## src/rtl/result_byte_serializer_pkg.sv

```systemverilog
// ---------------------------------------------------------------------------
// result_byte_serializer_pkg
// Purpose : Shared constants and helpers for the result byte serializer:
//           FSM state encodings and sizing functions used by the top level
//           and the word FIFO.
// Contents: ST_IDLE / ST_SEND / ST_CSUM state encodings,
//           bytes_per_word(), byte_cnt_width(), addr_width().
// ---------------------------------------------------------------------------
package result_byte_serializer_pkg;

    // FSM encodings. ST_CSUM is only reachable when RESULT_SER_CHECKSUM_EN is defined.
    localparam logic [1:0] ST_IDLE = 2'd0;
    localparam logic [1:0] ST_SEND = 2'd1;
    localparam logic [1:0] ST_CSUM = 2'd2;

    // Number of bytes in one W-bit result word.
    function automatic int bytes_per_word(input int w);
        return w / 8;
    endfunction

    // Width of the byte counter; at least 1 bit so W=8 still gets a real signal.
    function automatic int byte_cnt_width(input int nb);
        return (nb > 1) ? $clog2(nb) : 1;
    endfunction

    // FIFO address width for a power-of-two depth.
    function automatic int addr_width(input int depth);
        return (depth > 1) ? $clog2(depth) : 1;
    endfunction

endpackage

```

## src/rtl/result_byte_serializer_fifo.sv

```systemverilog
// ---------------------------------------------------------------------------
// result_fifo
// Purpose : W x DEPTH synchronous FIFO with a registered (block-RAM style)
//           read port. dout always presents the head word once it is
//           readable, so the consumer can pop and capture dout in one cycle.
// Ports   : clk   - clock
//           rst   - synchronous active-low reset (pointers only)
//           push  - write din (ignored when full)
//           din   - write data, W bits
//           pop   - remove head word (ignored when empty)
//           full  - DEPTH words stored
//           empty - no readable word at dout
//           dout  - head word, registered
// ---------------------------------------------------------------------------
module result_fifo
    import result_byte_serializer_pkg::*;
#(
    parameter int W     = 32,
    parameter int DEPTH = 4
) (
    input  logic         clk,
    input  logic         rst,
    input  logic         push,
    input  logic [W-1:0] din,
    input  logic         pop,
    output logic         full,
    output logic         empty,
    output logic [W-1:0] dout
);

    localparam int AW = addr_width(DEPTH);

    logic [W-1:0] mem [DEPTH];
    logic [W-1:0] dout_q;

    // Pointers carry one extra bit so full and empty are distinguishable.
    logic [AW:0]  wr_ptr_q, wr_ptr_d;
    logic [AW:0]  rd_ptr_q, rd_ptr_d;
    logic         fresh_q, fresh_d;
    logic [AW:0]  count;
    logic         do_push;
    logic         do_pop;

    always_comb begin
        count    = wr_ptr_q - rd_ptr_q;
        full     = (count == (AW+1)'(DEPTH));
        // A word written at the last edge has not yet reached the registered
        // read port, so it is hidden until the following cycle.
        empty    = (count == '0) || ((count == (AW+1)'(1)) && fresh_q);
        do_push  = push && !full;
        do_pop   = pop && !empty;
        wr_ptr_d = wr_ptr_q + (AW+1)'(do_push);
        rd_ptr_d = rd_ptr_q + (AW+1)'(do_pop);
        fresh_d  = do_push;
        dout     = dout_q;
    end

    // Storage and read port: no reset, so this maps onto block RAM.
    // Reading at the next read pointer keeps dout pointing at the head.
    always_ff @(posedge clk) begin
        if (do_push) begin
            mem[wr_ptr_q[AW-1:0]] <= din;
        end
        dout_q <= mem[rd_ptr_d[AW-1:0]];
    end

    always_ff @(posedge clk) begin
        if (!rst) begin
            wr_ptr_q <= '0;
            rd_ptr_q <= '0;
            fresh_q  <= 1'b0;
        end else begin
            wr_ptr_q <= wr_ptr_d;
            rd_ptr_q <= rd_ptr_d;
            fresh_q  <= fresh_d;
        end
    end

endmodule

```

## src/rtl/result_byte_serializer.sv

```systemverilog
// ---------------------------------------------------------------------------
// result_byte_serializer
// Purpose : Captures W-bit results from the upstream arithmetic circuit,
//           buffers them in a DEPTH-entry FIFO and emits each word as a
//           ready/valid byte stream, LSB byte first, with a last-byte marker.
// Config  : define RESULT_SER_CHECKSUM_EN to append one checksum byte (XOR of
//           the word's bytes) after each word; out_last then moves to it.
// Ports   : clk       - clock, rising edge
//           rst       - synchronous active-low reset (0 = reset)
//           in_valid  - result strobe from upstream
//           in_data   - result word, W bits, raw two's complement bits
//           in_ready  - FIFO can accept (= !full)
//           out_valid - out_data holds a valid byte
//           out_ready - downstream accepts the current byte
//           out_data  - current byte
//           out_last  - current byte is the final byte of its word
//           overflow  - sticky: a word arrived while full and was dropped
// ---------------------------------------------------------------------------
module result_byte_serializer
    import result_byte_serializer_pkg::*;
#(
    parameter int W     = 32,
    parameter int DEPTH = 4
) (
    input  logic         clk,
    input  logic         rst,
    input  logic         in_valid,
    input  logic [W-1:0] in_data,
    output logic         in_ready,
    output logic         out_valid,
    input  logic         out_ready,
    output logic [7:0]   out_data,
    output logic         out_last,
    output logic         overflow
);

    localparam int             NB       = bytes_per_word(W);
    localparam int             CW       = byte_cnt_width(NB);
    localparam logic [CW-1:0]  LAST_IDX = CW'(NB - 1);

    logic [1:0]    state_q, state_d;
    logic [W-1:0]  shift_q, shift_d;
    logic [CW-1:0] byte_cnt_q, byte_cnt_d;
    logic          overflow_q, overflow_d;
`ifdef RESULT_SER_CHECKSUM_EN
    logic [7:0]    csum_q, csum_d;
`endif

    logic          fifo_full;
    logic          fifo_empty;
    logic          fifo_pop;
    logic [W-1:0]  fifo_dout;

    result_fifo #(
        .W     (W),
        .DEPTH (DEPTH)
    ) u_fifo (
        .clk   (clk),
        .rst   (rst),
        .push  (in_valid),
        .din   (in_data),
        .pop   (fifo_pop),
        .full  (fifo_full),
        .empty (fifo_empty),
        .dout  (fifo_dout)
    );

    // Next-state logic. "Load" means pop the FIFO head into the shifter and
    // start a new word; it happens from IDLE and directly after the final
    // byte of a word so consecutive words stream without a bubble.
    always_comb begin
        state_d    = state_q;
        shift_d    = shift_q;
        byte_cnt_d = byte_cnt_q;
        overflow_d = overflow_q | (in_valid & fifo_full);
        fifo_pop   = 1'b0;
`ifdef RESULT_SER_CHECKSUM_EN
        csum_d     = csum_q;
`endif

        case (state_q)
            ST_IDLE: begin
                if (!fifo_empty) begin
                    fifo_pop   = 1'b1;
                    shift_d    = fifo_dout;
                    byte_cnt_d = '0;
                    state_d    = ST_SEND;
`ifdef RESULT_SER_CHECKSUM_EN
                    csum_d     = 8'h00;
`endif
                end
            end

            ST_SEND: begin
                if (out_ready) begin
                    shift_d    = shift_q >> 8;
                    byte_cnt_d = byte_cnt_q + CW'(1);
`ifdef RESULT_SER_CHECKSUM_EN
                    csum_d     = csum_q ^ shift_q[7:0];
                    if (byte_cnt_q == LAST_IDX) begin
                        byte_cnt_d = '0;
                        state_d    = ST_CSUM;
                    end
`else
                    if (byte_cnt_q == LAST_IDX) begin
                        if (!fifo_empty) begin
                            fifo_pop   = 1'b1;
                            shift_d    = fifo_dout;
                            byte_cnt_d = '0;
                        end else begin
                            state_d    = ST_IDLE;
                        end
                    end
`endif
                end
            end

`ifdef RESULT_SER_CHECKSUM_EN
            ST_CSUM: begin
                if (out_ready) begin
                    if (!fifo_empty) begin
                        fifo_pop   = 1'b1;
                        shift_d    = fifo_dout;
                        byte_cnt_d = '0;
                        csum_d     = 8'h00;
                        state_d    = ST_SEND;
                    end else begin
                        state_d    = ST_IDLE;
                    end
                end
            end
`endif

            default: begin
                state_d = ST_IDLE;
            end
        endcase
    end

    // Outputs come straight from registered state, so they stay stable
    // whenever out_ready is low.
    always_comb begin
        in_ready  = !fifo_full;
        overflow  = overflow_q;
        out_valid = (state_q != ST_IDLE);
        out_data  = 8'h00;
        out_last  = 1'b0;
        if (state_q == ST_SEND) begin
            out_data = shift_q[7:0];
`ifndef RESULT_SER_CHECKSUM_EN
            out_last = (byte_cnt_q == LAST_IDX);
`endif
        end
`ifdef RESULT_SER_CHECKSUM_EN
        if (state_q == ST_CSUM) begin
            out_data = csum_q;
            out_last = 1'b1;
        end
`endif
    end

    always_ff @(posedge clk) begin
        if (!rst) begin
            state_q    <= ST_IDLE;
            shift_q    <= '0;
            byte_cnt_q <= '0;
            overflow_q <= 1'b0;
`ifdef RESULT_SER_CHECKSUM_EN
            csum_q     <= 8'h00;
`endif
        end else begin
            state_q    <= state_d;
            shift_q    <= shift_d;
            byte_cnt_q <= byte_cnt_d;
            overflow_q <= overflow_d;
`ifdef RESULT_SER_CHECKSUM_EN
            csum_q     <= csum_d;
`endif
        end
    end

endmodule
```

## config.mk

```make
export PLATFORM = sky130hd
export DESIGN_NAME = result_byte_serializer
export DESIGN_NICKNAME = d
export VERILOG_FILES = /design/src/rtl/result_byte_serializer_pkg.sv /design/src/rtl/result_byte_serializer_fifo.sv /design/src/rtl/result_byte_serializer.sv
export SDC_FILE = /design/constraint.sdc
export NUM_CORES = 1
export LEC_CHECK = 0
export BUFFER_PORTS_ARGS = -buffer_cell sky130_fd_sc_hd__buf_2
export CAP_MARGIN = 20
export CORE_MARGIN = 10
export CORE_UTILIZATION = 49
export CTS_BUF_LIST = sky130_fd_sc_hd__clkbuf_8
export CTS_CLUSTER_DIAMETER = 40
export CTS_CLUSTER_SIZE = 24
export DETAILED_ROUTE_END_ITERATION = 7
export MAX_ROUTING_LAYER = met4
export PLACE_DENSITY_LB_ADDON = 0.1
export SLEW_MARGIN = 20
export SYNTH_ARGS = -nofsm -noshare
export SYNTH_HDL_FRONTEND = slang
export SYNTH_SLANG_ARGS = --single-unit
export TNS_END_PERCENT = 10
```

## constraint.sdc

```tcl
create_clock -name clk -period 11.1 [get_ports clk]
set_clock_uncertainty 0.1 [all_clocks]
set_input_delay 1.11 -clock clk [delete_from_list [all_inputs] [get_ports clk]]
set_output_delay 1.11 -clock clk [all_outputs]
set_load 0.02 [all_outputs]
```

==> metrics.csv, run 1 <==
stage,metric,value,unit
critical_path,r2r_cells,8,
critical_path,slowest_delay,0.64,ns
grt,grt_pass1_wl,21.46,mm
run,drv_cap,0,
sta,rsz0062_at_grt,false,
cells_and_area,layout_commonest_cell,edfxtp_1,
critical_path,crit_family,buffers and inverters,
hold_path,hold_path_class,flop to flop,
clocking,cts-root-buf,clkbuf_8,
cells_and_area,final_nets,483,
critical_path,critPathBufInv,2,
grt,grt-ovfl-total,0,
critical_path,endpoint,u_fifo.dout[0],
critical_path,ff2ff_setup_slack,7.34,ns
critical_path,crit_type,flop to flop,
routing,ant_nets,0,
synth,synth-simple-area-share,2.875,%
synth,synthXorXnorAreaFrac,1.098,%
floorplan,coreArea,14420,µm²
placement,dp_hpwl,7.625,mm
floorplan,start_util,49.78,%
sta,setup_viol,0,
floorplan,die-area,19900,µm²
routing,avgRoutedWirePerCell,20.46,µm
critical_path,critical_path_cell_count,8,
status,status,completed,
floorplan,die_x,141.1,µm
critical_path,cp_cell_sequence,inv_1 -> ha_1 -> fa_1 -> xor3_2 -> o21ba_1 -> xnor2_4 -> buf_4 -> mux4_1,
floorplan,io_pins,48,
synth,synthMuxAreaShare,10.35,%
synth,synthAdderAreaFrac,1.150,%
power_and_ir_drop,total_power,2.587,mW
synth,ys_ff_latch,203,
floorplan,rows,44,
routing,wirelength,13.22,mm
cells_and_area,fin_cells,646,
placement,portBuffers,47,
clocking,clk_latency,0.54,ns
placement,gpl.final_weighted_congestion,0.7394,
routing,drc,0,
sta,period_minus_slack,3.759,ns
power_and_ir_drop,ir_drop,210.0,µV
floorplan,die_y,141.1,µm
clocking,cts_max_level,1,
grt,grt_max_degree,34,
synth,yosysWarningCount,0,
clocking,cts_buffers,27,
power_and_ir_drop,powerDensity,316.0,nW/µm²
critical_path,r2r_start,u_fifo.wr_ptr_q[0],
clocking,cts.hold.buffers_added,0,
critical_path,worstSetupStartpoint,u_fifo.wr_ptr_q[0],
routing,num_vias,3555,
cells_and_area,num_antenna_cells,0,
grt,antenna_found_initial,0,
synth,synth_area_per_cell,19.05,µm²
cells_and_area,layout_common_cells,"edfxtp_1 (128), dfxtp_1 (75), buf_2 (47), mux4_2 (29), clkbuf_8 (27)",
clocking,clockBufferDepth,3,
routing,first_iter_violations,236,
sta,setup_tns,0,ns
clocking,cts_tree,yes,
sta,fmax,0.2660,GHz
synth,ys_types,35,
synth,synth_edf_count,128,
routing,vias_per_cell,5.503,
cells_and_area,areaGrowthSynthToFinish,13.99,%
clocking,clock-sinks,203,
sta,slew_violations,0,
critical_path,required,11.39,ns
critical_path,rr_endpoint,u_fifo.dout[0],
synth,async_reset_ff_share,0,%
critical_path,start_kind,flop,
placement,dp_cells,595,
sta,slew_headroom,29.17,%
synth,syn_nets,419,
placement,placed_area,7587,µm²
sta,worstMarginPinSlew,1.060,ns
critical_path,cp-end-kind,flop,
synth,syn_inst,377,
sta,hold_viol,0,
cells_and_area,drive_gt1_share,33.98,%
critical_path,critPathSlowestCell,mux4_1,
clocking,cts_resized,0,
cells_and_area,fin_area,8185,µm²
synth,seq_area_frac_synth,74.44,%
clocking,clkTransAtPathRegs,0.07,ns
synth,synth_top_family_by_area,multiplexers,
cells_and_area,final.fill_count,1142,
critical_path,cp_max_fo,33,
synth,synthesis.area,7181,µm²
grt,globalRouteTotalUtil,13.88,%
sta,hold-worst-slack,0.3752,ns
synth,synth_compound_area_share,8.102,%
clocking,post_cts_buffers,0,
synth,synth_ff_type,edfxtp_1,
power_and_ir_drop,p_leak,2.922,nW
critical_path,worst_ep_arrival_time,4.05,ns
sta,fin_crit_sh,33.86,%
routing,drtPass1Iterations,4,
grt,grt_pass1_vias,3902,
## area by class of cell
type	count	area, µm²	share of cell area, %
Timing Repair Buffer	54	291.5	3.562
Tap cell	184	230.2	2.813
Multi-Input combinational cell	151	1717	20.97
Clock inverter	23	215.2	2.629
Sequential cell	203	5345	65.30
Inverter	4	15.01	0.1834
Clock buffer	27	371.6	4.540
## where the power goes
group / leakage (nW) / internal (mW) / switching, mW / total (mW)
Sequential: 1.80 / 1.02 / 0.0965 / 1.12
Clock: 0.315 / 0.326 / 0.271 / 0.596
Combinational: 0.808 / 0.438 / 0.433 / 0.872
## through the flow
step                      worst slack, ns  utilization [%]
final                               7.341            56.75
after global routing                7.043            56.75
after CTS                           7.281            56.67
after detailed placement            7.294            52.60
after global placement              7.382            52.60
after floorplan                     6.441                -
## registers in the layout, summed over array words and instances (netlist names)
signal,cells
u_fifo.mem,128
overflow,1
u_fifo.dout,32
state_q,1
u_fifo.fresh_q,1
u_fifo.rd_ptr_q,3
shift_q,32
byte_cnt_q,2
u_fifo.wr_ptr_q,3
## cells by family (layout without fill, tap and decap cells)
logic type / Yosys count / after routing
and+or+nand+nor: 41 / 41
adders and majority gates: 6 / 6
muxes: 33 / 33
xor gates and xnor gates: 5 / 5
DFF: 203 / 203
AOI/OAI and AO/OA: 66 / 66
buffers and inverters: 23 / 108
## worst reg2reg max path: cells and delay by family, from the launching register on
family                     cells  cell delay [ns]
AOI/OAI and AO/OA              1             0.48
xor gates and xnor gates       2             0.68
adders and majority gates      2             0.63
buffers and inverters          2             0.69
DFF                            1             0.40
muxes                          1             0.65
## synth_stat cells, types with 4 or more instances
library cell,count,area [µm²]
a22oi_1,8,60.06
and2_1,12,75.07
clkbuf_1,15,56.30
dfxtp_1,75,1501
edfxtp_1,128,3844
ha_1,5,62.56
inv_1,4,15.01
mux4_2,29,653.1
nor2_1,15,56.30
nor3_1,5,25.02
o21a_1,24,180.2
o221a_2,24,270.3
## how the worst min path moves through the flow
stage                     start           to  slack (ns)  cells after the start
floorplan            shift_q[8]   shift_q[0]        0.34                      1
global placement     shift_q[9]   shift_q[1]        0.35                      1
detailed placement  shift_q[12]   shift_q[4]        0.36                      1
CTS                 shift_q[31]  shift_q[23]        0.38                      1
global route        shift_q[16]   shift_q[8]        0.39                      1
finish              shift_q[16]   shift_q[8]        0.38                      1
## layer usage
layer / vias to the layer above / part of all wire, % / routed length (µm) / GRT usage [%]
li1: 1637 / - / - / -
met1: 1819 / 46 / 6146 / 17.86
met2: 76 / 47 / 6181 / 21.72
met3: 23 / 4.7 / 618 / 3.124
met4: 0 / 2.1 / 272 / 3.913
met5: - / 0 / 0 / -
(Power assumes the default switching activity.)
==> run 2, diff against run 1 <==
Settings changed: ABC_AREA from default to 1.
Clock period 11.1 ns to 3.6 ns, I/O delays scaled along.
==> run 2 against run 1 <==
  * Non-clock buffer count grew 46
  * First-iteration DRC count rose by 14%
  * Final cell count up 83%
  * Total power rose to 3.4 times the previous value
  * Via count grew 61%
  * Worst hold slack got worse by 0.28 ns
  * Synthesized cell count rose by 130%
  * Fmax grew 29%
  * Sequential share of layout area down 10 points
  * Synthesized area increased by 17%
  * Critical path type unchanged
  * Core utilization is 1.4 points higher
  * Critical path depth rose by 4
==> metrics.csv, run 2 <==
stage,metric,value,unit,change
sta,hold_viol,0,,unchanged
critical_path,critPathSlowestCell,fa_1,,
floorplan,coreArea,16640,µm²,+15%
grt,antenna_found_initial,0,,unchanged
synth,ys_types,23,,-34%
synth,synth_area_per_cell,9.780,µm²,-49%
synth,seq_area_frac_synth,63.85,%,-11 points
synth,syn_nets,898,,+110%
critical_path,start_kind,flop,,
grt,grt_pass1_wl,28.19,mm,+31%
floorplan,io_pins,48,,unchanged
grt,grt_max_degree,39,,+15%
sta,setup_viol,0,,unchanged
status,status,completed,,
synth,synth_ff_type,edfxtp_1,,
routing,vias_per_cell,4.833,,-12%
synth,yosys.area.top_type_share,45.91,%,-7.6 points
sta,period_minus_slack,2.912,ns,-0.8463 ns
sta,fin_crit_sh,80.90,%,+47 points
floorplan,die_x,150.7,µm,+6.8%
sta,rsz0062_at_grt,false,,
cells_and_area,layout_common_cells,"inv_1 (182), nand2_1 (170), nand3_1 (129), edfxtp_1 (128), dfxtp_1 (75)",,
critical_path,cp_max_fo,16,,-52%
placement,portBuffers,47,,unchanged
clocking,cts_tree,yes,,
critical_path,crit_family,adder cells,,
synth,ys_ff_latch,203,,unchanged
routing,drc,0,,unchanged
critical_path,crit_top_cell,inv_1,,
critical_path,worst_ep_arrival_time,3.30,ns,-0.75 ns
power_and_ir_drop,ir_drop,453.8,µV,+120%
sta,hold-worst-slack,0.09531,ns,-0.2799 ns
floorplan,start_util,50.30,%,+0.52 points
critical_path,critPathBufInv,4,,+2
floorplan,rows,47,,+6.8%
routing,wirelength,17.26,mm,+31%
synth,async_reset_ff_share,0,%,unchanged
sta,worstMarginPinSlew,0.5925,ns,-0.4670 ns
critical_path,crit_type,flop to flop,,
run,drv_cap,0,,unchanged
synth,synth_edf_count,128,,unchanged
clocking,clk_latency,0.55,ns,about the same
cells_and_area,final_nets,982,,+100%
floorplan,die-area,22710,µm²,+14%
grt,grt_pass1_vias,5598,,+43%
synth,synthesis.area,8372,µm²,+17%
cells_and_area,drive_gt1_share,13.29,%,-21 points
synth,yosysWarningCount,0,,unchanged
clocking,clock-sinks,203,,unchanged
clocking,cts_max_level,1,,unchanged
synth,synth.most_common_cell,inv_1,,
clocking,cts_buffers,29,,+7.4%
synth,synth_commonest_cells,"inv_1 (180), nand2_1 (171), nand3_1 (129)",,
synth,yosysTopAreaCell,edfxtp_1,,
floorplan,die_y,150.7,µm,+6.8%
routing,first_iter_violations,270,,+14%
clocking,cts-root-buf,clkbuf_8,,
sta,setup_tns,0,ns,unchanged
placement,gpl.final_weighted_congestion,0.8005,,+8.3%
cells_and_area,largest_reg_flops,128,,unchanged
power_and_ir_drop,p_leak,4.533,nW,+55%
synth,syn_inst,856,,+130%
placement,dp_hpwl,10.29,mm,+35%
routing,num_vias,5718,,+61%
sta,slew_headroom,60.50,%,+31 points
routing,avgRoutedWirePerCell,14.59,µm,-29%
grt,grt-ovfl-total,0,,unchanged
power_and_ir_drop,powerDensity,918.6,nW/µm²,+190%
cells_and_area,layout_commonest_cell,inv_1,,
critical_path,cp-end-kind,flop,,
clocking,clkTransAtPathRegs,0.07,ns,about the same
critical_path,cp_cell_sequence,inv_1 -> ha_1 -> fa_1 -> o21a_1 -> nand3_4 -> nand3_2 -> inv_1 -> ha_1 -> inv_1 -> buf_4 -> nand3_1 -> nand2_1,,
sta,slew_violations,0,,unchanged
sta,fmax,0.3433,GHz,+29%
routing,drtPass1Iterations,5,,+1
cells_and_area,final.fill_count,1453,,+27%
cells_and_area,areaGrowthSynthToFinish,15.68,%,
cells_and_area,num_antenna_cells,0,,unchanged
hold_path,hold_path_class,input pin to flop,,
critical_path,required,3.99,ns,-7.40 ns
synth,synthTopCellsByArea,"edfxtp_1 (46%), dfxtp_1 (18%), inv_1 (8.1%), nand3_1 (7.7%), nand2_1 (7.7%)",,
clocking,clockBufferDepth,3,,unchanged
critical_path,slowest_delay,0.59,ns,-0.05 ns
grt,globalRouteTotalUtil,15.88,%,+2.0 points
routing,ant_nets,0,,unchanged
## run 2: cell types whose count changed after synthesis, moves of 24 or more
cell	before	now
o221a_2	24	0
a21oi_1	2	36
nand2_1	3	171
o21ai_0	1	34
inv_1	4	180
nand3_1	2	129
mux4_2	29	0
## run 2: worst register-to-register path, stage by stage (launching register included)
cell and delay (ns):
dfxtp_1 0.41, inv_1 0.11, ha_1 0.22, fa_1 0.59, o21a_1 0.18, nand3_4 0.11
nand3_2 0.23, inv_1 0.08, ha_1 0.33, inv_1 0.08, buf_4 0.24, nand3_1 0.12
nand2_1 0.07
## run 2: path summary, 6_finish.rpt
| path | to | slack, ns | startpoint | depth (start not counted) |
|---|---|---|---|---|
| max | u_fifo.dout[5] | 0.69 | u_fifo.wr_ptr_q[0] | 12 |
| min | byte_cnt_q[1] | 0.1 | out_ready | 5 |
| max reg2reg | u_fifo.dout[5] | 0.69 | u_fifo.wr_ptr_q[0] | 12 |
| min reg2reg | overflow | 0.35 | overflow | 2 |
## run 2: layer usage
layer | vias up | track usage [%] | share of wire [%]
met5 | - | - | 0
met4 | 0 | 4.235 | 1.8
met3 | 28 | 2.851 | 4.8
met2 | 101 | 26.39 | 49
met1 | 2681 | 19.62 | 44
li1 | 2908 | - | -
## run 2: logic make-up after synthesis
group | count (synthesis) | share of synthesized area (%)
compound gates | 71 | 4.274
flops | 203 | 63.85
fa+ha+maj | 6 | 0.9864
buf+inv | 228 | 11.70
simple gates | 346 | 18.98
xor+xnor | 2 | 0.2093
## run 2: cell type report
type / instances / area [µm²] / share of cell area [%]
clock buffer: 31 / 426.7 / 4.406
clock inverter: 23 / 172.7 / 1.783
inverter: 181 / 679.4 / 7.016
multi-input combinational: 425 / 2069 / 21.37
sequential: 203 / 5345 / 55.19
tap: 220 / 275.3 / 2.842
timing repair buffer: 100 / 715.7 / 7.390
## run 2: report_power, final
part / internal [mW] / switching [mW]
registers: 3.17 / 0.206
clock network: 0.906 / 0.905
logic: 1.20 / 2.51
## run 2: per-stage QoR
stage          utilization (%)  setup WS (ns)  total power [mW]  cell area [µm²]  instances
2_1_floorplan                -        -0.7730             6.432             8372        856
5_1_grt                  58.19         0.4264             9.687             9684       1183
4_1_cts                  58.19         0.6442             9.031             9684       1183
3_3_place_gp             52.61         0.7961             7.073             8755       1096
6_report                 58.19         0.6875             8.896             9684       1183
3_5_place_dp             52.61         0.6653             7.175             8755       1096
## run 2: timing repair
action                                 4_1_cts  5_1_grt
hold buffers                                33        0
endpoints found under the hold margin      129        0
resized for setup                            0        0
setup buffers                                0        0
